## src/rtl/div_seq_ctrl_pkg.sv

```systemverilog
// Shared types and constants for the sequential integer divider.
// Latency: n/a (package only).
// Backpressure: n/a (package only).
//
// Contents:
//   div_state_e : FSM encoding DIV_IDLE / DIV_CALC / DIV_FIX / DIV_DONE
//   DIV_STEPS   : number of restoring iterations (one per quotient bit)
//   DIV_TAG_W   : default width of the opaque tag carried with each op
//   div_abs()   : magnitude of an operand, identity for unsigned ops
package div_seq_ctrl_pkg;

  typedef enum logic [1:0] {
    DIV_IDLE = 2'd0,
    DIV_CALC = 2'd1,
    DIV_FIX  = 2'd2,
    DIV_DONE = 2'd3
  } div_state_e;

  localparam int DIV_STEPS = 32;
  localparam int DIV_TAG_W = 5;

  // |0x8000_0000| wraps back to 0x8000_0000, which is the correct 32-bit
  // unsigned magnitude, so no widening is needed.
  function automatic logic [31:0] div_abs(input logic [31:0] v, input logic uns);
    return (!uns && v[31]) ? (~v + 32'd1) : v;
  endfunction

endpackage

```

## src/rtl/div_seq_ctrl_if.sv

```systemverilog
// Request/response bundle between the issue stage and the sequential divider.
// Latency: n/a (wires only).
// Backpressure: in_valid/in_ready on the request side, out_valid/out_ready on the result side.
//
// Signals:
//   flush                  kill any in-flight op
//   in_valid / in_ready    request handshake
//   is_unsigned, use_mod   op selectors (div/mod, signed/unsigned)
//   dividend, divisor      operands, sampled only at accept
//   in_tag / out_tag       opaque tag travelling with the op
//   out_valid / out_ready  result handshake
//   result                 quotient or remainder
//   busy                   divider is not idle
interface div_seq_ctrl_if
  import div_seq_ctrl_pkg::*;
#(
  parameter int TAG_W = DIV_TAG_W
);

  logic             flush;
  logic             in_valid;
  logic             in_ready;
  logic             is_unsigned;
  logic             use_mod;
  logic [31:0]      dividend;
  logic [31:0]      divisor;
  logic [TAG_W-1:0] in_tag;
  logic             out_valid;
  logic             out_ready;
  logic [31:0]      result;
  logic [TAG_W-1:0] out_tag;
  logic             busy;

  // Issue/writeback side.
  modport master (
    output flush, in_valid, is_unsigned, use_mod, dividend, divisor, in_tag, out_ready,
    input  in_ready, out_valid, result, out_tag, busy
  );

  // Divider side.
  modport slave (
    input  flush, in_valid, is_unsigned, use_mod, dividend, divisor, in_tag, out_ready,
    output in_ready, out_valid, result, out_tag, busy
  );

endinterface

```

## src/rtl/div_seq_ctrl_restore_step.sv

```systemverilog
// One restoring-division iteration: shift {r,q} left, trial-subtract d, keep if no borrow.
// Latency: combinational.
// Backpressure: none.
//
// Ports:
//   r_i, q_i, d_i : partial remainder, dividend/quotient shift register, divisor magnitude
//   r_o, q_o      : updated partial remainder and quotient register
module div_restore_step (
  input  logic [31:0] r_i,
  input  logic [31:0] q_i,
  input  logic [31:0] d_i,
  output logic [31:0] r_o,
  output logic [31:0] q_o
);

  logic [32:0] r_sh;
  logic [33:0] trial;
  logic        borrow;

  // Remainder picks up the next dividend bit from the top of q; it can reach
  // 33 bits before the subtract, so the trial runs at 33 bits plus borrow.
  assign r_sh   = {r_i, q_i[31]};
  assign trial  = {1'b0, r_sh} - {2'b00, d_i};
  assign borrow = trial[33];

  // After a successful subtract the remainder is < d, so it fits in 32 bits.
  assign r_o = borrow ? r_sh[31:0] : trial[31:0];
  assign q_o = {q_i[30:0], ~borrow};

endmodule

```

## src/rtl/div_seq_ctrl.sv

```systemverilog
// Multi-cycle restoring divider for div.w/mod.w/div.wu/mod.wu with sign fix, div-by-zero and flush.
// Latency: result valid 34 cycles after accept (2 cycles for divide-by-zero or early-out).
// Backpressure: one op in flight; in_ready low until the result is taken with out_ready.
//
// Ports:
//   clk    clock, all state updates on posedge
//   reset  synchronous, active-low reset
//   bus    div_seq_ctrl_if.slave (request, result and flush signals)
// Build option:
//   DIV_EARLY_OUT_EN  when defined, an op with |divisor| > |dividend| skips the
//                     32 iterations (q=0, r=|dividend|); results are unchanged.
module div_seq_ctrl
  import div_seq_ctrl_pkg::*;
#(
  parameter int TAG_W = DIV_TAG_W
) (
  input  logic          clk,
  input  logic          reset,
  div_seq_ctrl_if.slave bus
);

  div_state_e       state_q, state_d;
  logic [4:0]       cnt_q;
  logic [31:0]      r_q, q_q, d_q;
  logic             neg_q_q, neg_r_q, mod_q, dz_q;
  logic [TAG_W-1:0] tag_q;
  logic [31:0]      result_q;
  logic [TAG_W-1:0] out_tag_q;

  logic             accept;
  logic [31:0]      abs_a, abs_b;
  logic             div_zero, early;
  logic [31:0]      r_nxt, q_nxt;
  logic [31:0]      q_fix, r_fix;

  assign abs_a    = div_abs(bus.dividend, bus.is_unsigned);
  assign abs_b    = div_abs(bus.divisor, bus.is_unsigned);
  assign div_zero = (bus.divisor == 32'd0);

`ifdef DIV_EARLY_OUT_EN
  assign early = !div_zero && (abs_b > abs_a);
`else
  assign early = 1'b0;
`endif

  assign accept = bus.in_valid && bus.in_ready;

  div_restore_step u_step (
    .r_i (r_q),
    .q_i (q_q),
    .d_i (d_q),
    .r_o (r_nxt),
    .q_o (q_nxt)
  );

  // Divide-by-zero results bypass sign correction: q is all ones and r is
  // the raw dividend regardless of signedness.
  assign q_fix = (neg_q_q && !dz_q) ? (~q_q + 32'd1) : q_q;
  assign r_fix = (neg_r_q && !dz_q) ? (~r_q + 32'd1) : r_q;

  // Next-state logic; flush overrides every transition.
  always_comb begin
    state_d = state_q;
    if (bus.flush) begin
      state_d = DIV_IDLE;
    end else begin
      unique case (state_q)
        // Divide-by-zero and early-out both go through FIX so that the
        // result is registered there and out_valid rises two cycles after accept.
        DIV_IDLE: if (accept) state_d = (div_zero || early) ? DIV_FIX : DIV_CALC;
        DIV_CALC: if (cnt_q == 5'(DIV_STEPS - 1)) state_d = DIV_FIX;
        DIV_FIX:  state_d = DIV_DONE;
        DIV_DONE: if (bus.out_ready) state_d = DIV_IDLE;
        default:  state_d = DIV_IDLE;
      endcase
    end
  end

  always_ff @(posedge clk) begin
    if (!reset) state_q <= DIV_IDLE;
    else        state_q <= state_d;
  end

  always_ff @(posedge clk) begin
    if (!reset) begin
      cnt_q     <= '0;
      r_q       <= '0;
      q_q       <= '0;
      d_q       <= '0;
      neg_q_q   <= 1'b0;
      neg_r_q   <= 1'b0;
      mod_q     <= 1'b0;
      dz_q      <= 1'b0;
      tag_q     <= '0;
      result_q  <= '0;
      out_tag_q <= '0;
    end else begin
      unique case (state_q)
        DIV_IDLE: begin
          if (accept) begin
            cnt_q   <= '0;
            d_q     <= abs_b;
            mod_q   <= bus.use_mod;
            tag_q   <= bus.in_tag;
            dz_q    <= div_zero;
            neg_q_q <= !bus.is_unsigned && (bus.dividend[31] ^ bus.divisor[31]);
            neg_r_q <= !bus.is_unsigned && bus.dividend[31];
            if (div_zero) begin
              q_q <= '1;
              r_q <= bus.dividend;
            end else if (early) begin
              q_q <= '0;
              r_q <= abs_a;
            end else begin
              // q doubles as the dividend shift register during CALC.
              q_q <= abs_a;
              r_q <= '0;
            end
          end
        end
        DIV_CALC: begin
          r_q   <= r_nxt;
          q_q   <= q_nxt;
          cnt_q <= cnt_q + 5'd1;
        end
        DIV_FIX: begin
          if (!bus.flush) begin
            result_q  <= mod_q ? r_fix : q_fix;
            out_tag_q <= tag_q;
          end
        end
        default: ;
      endcase
    end
  end

  assign bus.in_ready  = (state_q == DIV_IDLE) && !bus.flush;
  assign bus.out_valid = (state_q == DIV_DONE);
  assign bus.busy      = (state_q != DIV_IDLE);
  assign bus.result    = result_q;
  assign bus.out_tag   = out_tag_q;

endmodule

```

## src/flat_wrapper.sv

```systemverilog
// flat-port wrapper written by rule: the top's interface ports become plain ports
module div_seq_ctrl_flat import div_seq_ctrl_pkg::*;
#(
  parameter int TAG_W = DIV_TAG_W
)
  (clk, reset, bus_flush, bus_in_valid, bus_is_unsigned, bus_use_mod, bus_dividend, bus_divisor, bus_in_tag, bus_out_ready, bus_in_ready, bus_out_valid, bus_result, bus_out_tag, bus_busy);
  div_seq_ctrl_if #(.TAG_W(TAG_W)) bus_i ();
  input  logic clk;
  input  logic reset;
  input wire logic [$bits(bus_i.flush)-1:0] bus_flush;
  input wire logic [$bits(bus_i.in_valid)-1:0] bus_in_valid;
  input wire logic [$bits(bus_i.is_unsigned)-1:0] bus_is_unsigned;
  input wire logic [$bits(bus_i.use_mod)-1:0] bus_use_mod;
  input wire logic [$bits(bus_i.dividend)-1:0] bus_dividend;
  input wire logic [$bits(bus_i.divisor)-1:0] bus_divisor;
  input wire logic [$bits(bus_i.in_tag)-1:0] bus_in_tag;
  input wire logic [$bits(bus_i.out_ready)-1:0] bus_out_ready;
  output wire logic [$bits(bus_i.in_ready)-1:0] bus_in_ready;
  output wire logic [$bits(bus_i.out_valid)-1:0] bus_out_valid;
  output wire logic [$bits(bus_i.result)-1:0] bus_result;
  output wire logic [$bits(bus_i.out_tag)-1:0] bus_out_tag;
  output wire logic [$bits(bus_i.busy)-1:0] bus_busy;
  assign bus_i.flush = bus_flush;
  assign bus_i.in_valid = bus_in_valid;
  assign bus_i.is_unsigned = bus_is_unsigned;
  assign bus_i.use_mod = bus_use_mod;
  assign bus_i.dividend = bus_dividend;
  assign bus_i.divisor = bus_divisor;
  assign bus_i.in_tag = bus_in_tag;
  assign bus_i.out_ready = bus_out_ready;
  assign bus_in_ready = bus_i.in_ready;
  assign bus_out_valid = bus_i.out_valid;
  assign bus_result = bus_i.result;
  assign bus_out_tag = bus_i.out_tag;
  assign bus_busy = bus_i.busy;
  div_seq_ctrl #(.TAG_W(TAG_W)) u_core (.clk(clk), .reset(reset), .bus(bus_i));
endmodule
```

## config.mk

```make
export PLATFORM = sky130hd
export DESIGN_NAME = div_seq_ctrl_flat
export DESIGN_NICKNAME = d
export VERILOG_FILES = /design/src/rtl/div_seq_ctrl_pkg.sv /design/src/rtl/div_seq_ctrl_if.sv /design/src/rtl/div_seq_ctrl_restore_step.sv /design/src/rtl/div_seq_ctrl.sv /design/src/flat_wrapper.sv
export SDC_FILE = /design/constraint.sdc
export NUM_CORES = 1
export LEC_CHECK = 0
export BUFFER_PORTS_ARGS = -buffer_cell sky130_fd_sc_hd__buf_2
export CORE_UTILIZATION = 40
export CTS_CLUSTER_DIAMETER = 200
export DETAILED_ROUTE_END_ITERATION = 10
export PLACE_DENSITY = 0.61
export SKIP_LAST_GASP = 1
export SLEW_MARGIN = 40
export SYNTH_ARGS = -nofsm -noshare
export SYNTH_HDL_FRONTEND = slang
export SYNTH_SLANG_ARGS = --single-unit
```

## constraint.sdc

```tcl
create_clock -name clk -period 6.84 [get_ports clk]
set_clock_uncertainty 0.05 [all_clocks]
set_input_delay 1.026 -clock clk [delete_from_list [all_inputs] [get_ports clk]]
set_output_delay 1.026 -clock clk [all_outputs]
set_load 0.005 [all_outputs]
```

After elaboration in Yosys (flattened, before gate mapping) --
Index checks and enable logic that the tools add are counted.
Operators by class: add/sub/neg operators 6, equality and inequality tests 7, multiplexer cells 19, bitwise logic cells 8, reductions and logical operators 19
Operator list (count):
- 32-bit two-way mux | 10
- 32-bit by 1-bit adder with 32-bit output, second input constant | 4
- 32-bit inverter | 4
- 32-bit case mux with 2 select lines | 2
- 33-bit by 32-bit subtractor with 34-bit output | 1
- 32-bit logical NOT | 1
- 5-bit case mux with 2 select lines | 1
- 2-bit two-way mux | 4
- 2-bit case mux with 4 select lines | 1
- 1-bit logical AND | 7
- 2-bit AND reduction | 3
- 5-bit by 1-bit adder with 5-bit output, second input constant | 1
- 5-bit equality test, second input constant | 1
- 5-bit two-way mux | 1
- 2-bit equality test, second input constant | 2
- 2-bit by 1-bit inequality test with 1-bit output, second input constant | 2
- 2-bit nonzero test | 2
- 1-bit logical NOT | 3
- 1-bit inverter | 3
- 3-bit AND reduction | 1
- 2-bit by 1-bit equality test with 1-bit output, second input constant | 1
- 2-bit logical NOT | 1
- 2-bit inequality test, second input constant | 1
- 2-bit OR reduction | 1
- 1-bit bitwise XOR | 1
Storage, ports and cells: register bits 149, input bits 76, output and inout port bits 40, logic and storage cells 71

Longest topological paths before layout --
depth in word-level cells 6, gate-level depth with buffers 14, mapped depth without buffers 14

Modules after synthesis --
From an unflattened synthesis, not the netlist that was laid out.
Unflattened totals: cells, all modules 1564, area total of the unflattened synthesis 11414.7 sq um
Modules (own cells, without submodules):
- div_seq_ctrl | instances 1, cells an instance 1161, area each 8808.4 sq um, seq. area each 2982.9 sq um
- div_restore_step | instances 1, cells an instance 403, area each 2606.2 sq um, seq. area each 0.0 sq um

Worst setup path after synthesis --
Ideal clock, no wire load.
path type input-to-reg, start point in bus_divisor[17], end point reg u_core.q_q[15], setup time 0.066 ns, data arrival time 3.589 ns, data required time 6.724 ns, path slack 3.135 ns, stages 11, buffers on the path 2, path through or4_4 > or3_4 > nor3_4 > nand2b_2 > or4_4 > nor3_4 > or2_1 > buf_6 > buf_12 > o221ai_2 > a21boi_2
Between the ends: longest elaborated chain between the ends 4
Ends and longest elaborated chain:
- start, declared | line flat_wrapper.sv:15 | input wire logic [$bits(bus_i.divisor)-1:0] bus_divisor;
- 32-bit logical NOT | line div_seq_ctrl.sv:38 | assign div_zero = (bus.divisor == 32'd0);
- 32-bit two-way mux | line div_seq_ctrl.sv:108 | if (div_zero) begin
- 32-bit two-way mux | line div_seq_ctrl.sv:100 | if (accept) begin
- 32-bit case mux with 2 select lines | line div_seq_ctrl.sv:98 | unique case (state_q)
- end signal, assigned | line div_seq_ctrl.sv:116 | q_q <= abs_a;
- end signal, assigned | line div_seq_ctrl.sv:123 | q_q <= q_nxt;
- end, declared | line div_seq_ctrl.sv:24 | logic [31:0] r_q, q_q, d_q;
No other way between the ends. The select of a mux whose other input is x is not followed. A chain may end at the register's enable or synchronous reset.

Worst setup path after layout --
start point in bus_divisor[3], end point reg u_core.q_q[0]
Same word-level chain as after synthesis.

==> implementation parameters <==
Parameter                              Value

Outcome
  Outcome ... finished, final reports clean

Critical path
  Arrival time worst endpoint ... around 4800 ps
  Largest fanout on the critical path ... 17
  Number of buffers and inverters on the critical path ... 2
  Cell with the largest stage delay on the worst path ... or4_4
  Slack of the worst reg-to-reg path ... roughly 2800 ps
  Maximum single-stage delay on the critical path ... about 640 ps
  WP data required ... roughly 7200 ps
  Sort of element at the end of the critical path ... register
  Number of cell instances on the worst register-to-register path ... 13
  Cell family with most CP delay ... simple AND/OR/NAND/NOR gates
  Critical path launch point type ... primary input
  Critical path, cell by cell ... buf_2, or3_1, nor3b_1, nand2_1, or4_4, nor3_4, or2_1, buf_4, o21ai_0, o22ai_1, and2_1
  Crit path depth ... 11
  Critical path class ... primary input to register

STA
  Setup total negative slack ... 0 ps
  Tcrit/Tclk final ... 65.0%
  Final-report hold violation count ... 0
  Transition at the pin with the smallest max-transition slack ... just under 800 ps
  Maximum clock frequency ... about 230 MHz
  Endpoints failing setup ... 0
  Total count of max-transition violations in the final report ... 0
  Worst slack on hold paths ... just over 400 ps
  Final critical path time including I/O delays and setup ... 4440 ps
  Setup repair after global routing missed its margin ... false
  Max_slew headroom ... a little under half

Clock tree
  Number of buffers added to fix hold violations after cts ... 0
  H-tree level count ... 4
  Number of setup buffers added after CTS ... 0
  Worst-skew pair later-pin latency ... 440 ps
  Number of sinks handled by clock tree synthesis ... approximately 150
  Root Driver ... clkbuf_16
  CTS Buf Count ... 17
  TritonCTS clock tree ... yes
  Buffer levels on the longest clock path ... 2
  Post-CTS resize count ... 0
  CTS clk-pin slew, worst paths ... about 60 ps

Synthesis
  Part of the Yosys area used for sequential elements ... a little over a quarter
  Synthesis warning total ... 0
  Average instance area after synthesis ... about 7.9 um2
  Post-synth design cell area ... 0.0109 mm2
  Area share of the leading cell type in the synthesized netlist ... between 20% and 30%
  Post-synth EDFFs ... 0
  Commonest register cell after synthesis ... dfxtp_1
  Top post-synthesis cells by area ... dfxtp_1 27%, a21oi_1 6.4%, nand2_1 6.2%, xor2_1 6.0%, xnor2_1 5.1%
  Synthesized Nets ... 1,508
  Most numerous cell in the Yosys netlist ... nand2_1
  Post-Synthesis Cells ... ~1,400
  Synth Register Bits ... around 150
  Library cell occupying the most area in the post-synthesis netlist ... dfxtp_1
  Most frequent cells after synthesis ... 180 x nand2_1, 149 x dfxtp_1, 140 x a21oi_1
  Asr flop ratio synth ... 0%
  Number of unique standard cell types used by synthesis ... 73

Power and ir drop
  Power density over cell area ... about 230 mW/mm2
  Leakage Power ... ~5.0 nW
  Worst supply voltage drop on vdd ... ~120 uV

Die
  IO Pins ... ~120
  Initial standard-cell utilization of the core ... 40.6%
  Placement row count ... 60
  Die area ... around 0.028 mm2
  Die outline height ... around 170 um
  Die width ... 167 um
  Core area ... around 0.027 mm2

Layout
  Nets ... 1,568
  Fillers ... 2,718
  Proportion of layout cells with a drive suffix above 1 ... approximately 16%
  Number of diodes added for antenna fixing ... 0
  Post-synthesis to final-layout area growth ... 12.4%

Drt
  Final routed wire length divided by cell count ... around 18 um
  Routed vias ... 10,400
  Drt first pass iters ... 7
  Via density per instance ... a little under 6
  DRT antenna net count ... 0
  Drt initial violations ... around 810
  # DRC ... 0
  Routed WL ... approximately 33,000 um

Place
  Buffers added on ports ... between 100 and 150
  Final HPWL from detailed placement ... ~25,000 um
  Placer congestion estimate ... ~0.9

Run
  Max-cap violations ... 0

Global route
  Global-route usage over all layers ... 23.8%
  Total grt overflow ... 0
  Via count of the first global-routing pass ... about 9,700
  Antenna violations before repair ... 1
  Largest net degree at the start of global routing ... around 100
  Global-route wire length before repair ... approximately 53,000 um

Min path
  Depth of the worst hold-timing path ... 2
  Hold crit path type ... register to register
[registers in the layout, indices dropped and copies added, names as in the netlist, 2 cells and up]
register and count:
u_core.d_q 32, u_core.cnt_q 5, u_core.q_q 32, u_core.bus.result 32, u_core.bus.out_tag 5, u_core.tag_q 5
u_core.state_q 2, u_core.r_q 32
[per-stage QoR]
step	worst slack, ps	util [%]	instance area, um2	total power, mW	std cells
global placement	2020	43.3	11600	1.83	1770
floorplan	3140	-	10900	1.62	1388
finish	2400	45.7	12300	2.83	1802
CTS	2400	45.6	12300	2.84	1802
detailed placement	1960	43.4	11700	1.84	1770
global route	2130	45.7	12300	2.98	1802
[cells by family after synthesis]
| group | count (synthesis) | synth area share (%) |
|---|---|---|
| XOR/XNOR | 139 | 11.2 |
| multiplexers | 2 | 0.183 |
| buffers and inverters | 148 | 5.86 |
| AND/OR/NAND/NOR | 407 | 18.0 |
| adder cells (fa/ha/maj) | 44 | 5.11 |
| flip-flops | 149 | 27.3 |
| AO/OA/AOI/OAI | 499 | 32.4 |
[power breakdown]
part / switching, mW / internal (mW)
clock: 0.403 / 0.595
sequential: 0.0830 / 0.922
combinational: 0.498 / 0.332
total: 0.984 / 1.85
[layer usage]
layer | track usage (%) | part of all wire (%) | vias up
met5 | 0 | 0.030 | -
met4 | 9.05 | 2.8 | 2
met3 | 3.90 | 5.3 | 44
met2 | 38.7 | 46 | 300
met1 | 31.6 | 46 | 4946
li1 | - | - | 5132
[area by class of cell]
class,instances,area [um2],area share (%)
multi-input combinational,1091,7340,59.8
clock buffer,21,460,3.75
clock inverter,11,151,1.23
tap,341,427,3.48
inverter,62,235,1.92
timing repair buffer,127,672,5.48
sequential,149,2990,24.3
[worst paths after layout]
kind,start,end
setup / recovery,bus_divisor[3],u_core.q_q[0]
hold / removal,u_core.bus.result[26],u_core.bus.result[26]
setup reg to reg,u_core.q_q[31],u_core.r_q[23]
hold reg to reg,u_core.bus.result[26],u_core.bus.result[26]
[cells in the final DEF, fill, tap and decap left out, types with 7 or more instances in the layout]
| cell type | n |
|---|---|
| a21oi_1 | 139 |
| a221oi_1 | 14 |
| o31ai_1 | 23 |
| and3_1 | 7 |
| buf_2 | 114 |
| xnor2_1 | 64 |
| a22oi_1 | 20 |
| a21boi_2 | 20 |
| buf_4 | 12 |
| o221ai_2 | 20 |
| dfxtp_1 | 148 |
| clkbuf_16 | 17 |
| a21o_1 | 14 |
| a21boi_0 | 41 |
| nand2_1 | 179 |
| nor2_1 | 72 |
| or3_1 | 13 |
| nand3_1 | 13 |
| a31oi_1 | 13 |
| nor2b_1 | 24 |
| nand2b_1 | 10 |
| o211ai_1 | 23 |
| o41ai_1 | 7 |
| nor4_1 | 12 |
| a211oi_1 | 8 |
| and2_1 | 9 |
| o211a_1 | 33 |
| nor3_1 | 25 |
| inv_1 | 61 |
| xor2_1 | 75 |
| o21ai_0 | 84 |
| ha_1 | 42 |
[tightest hold or removal path: cells and delay by family, from the launching register on]
kind,cells,cell delay (ps)
and+or+nand+nor,1,50
AOI/OAI and AO/OA,1,50
DFF,1,310
No activity file was read; power rests on OpenSTA's default activity.
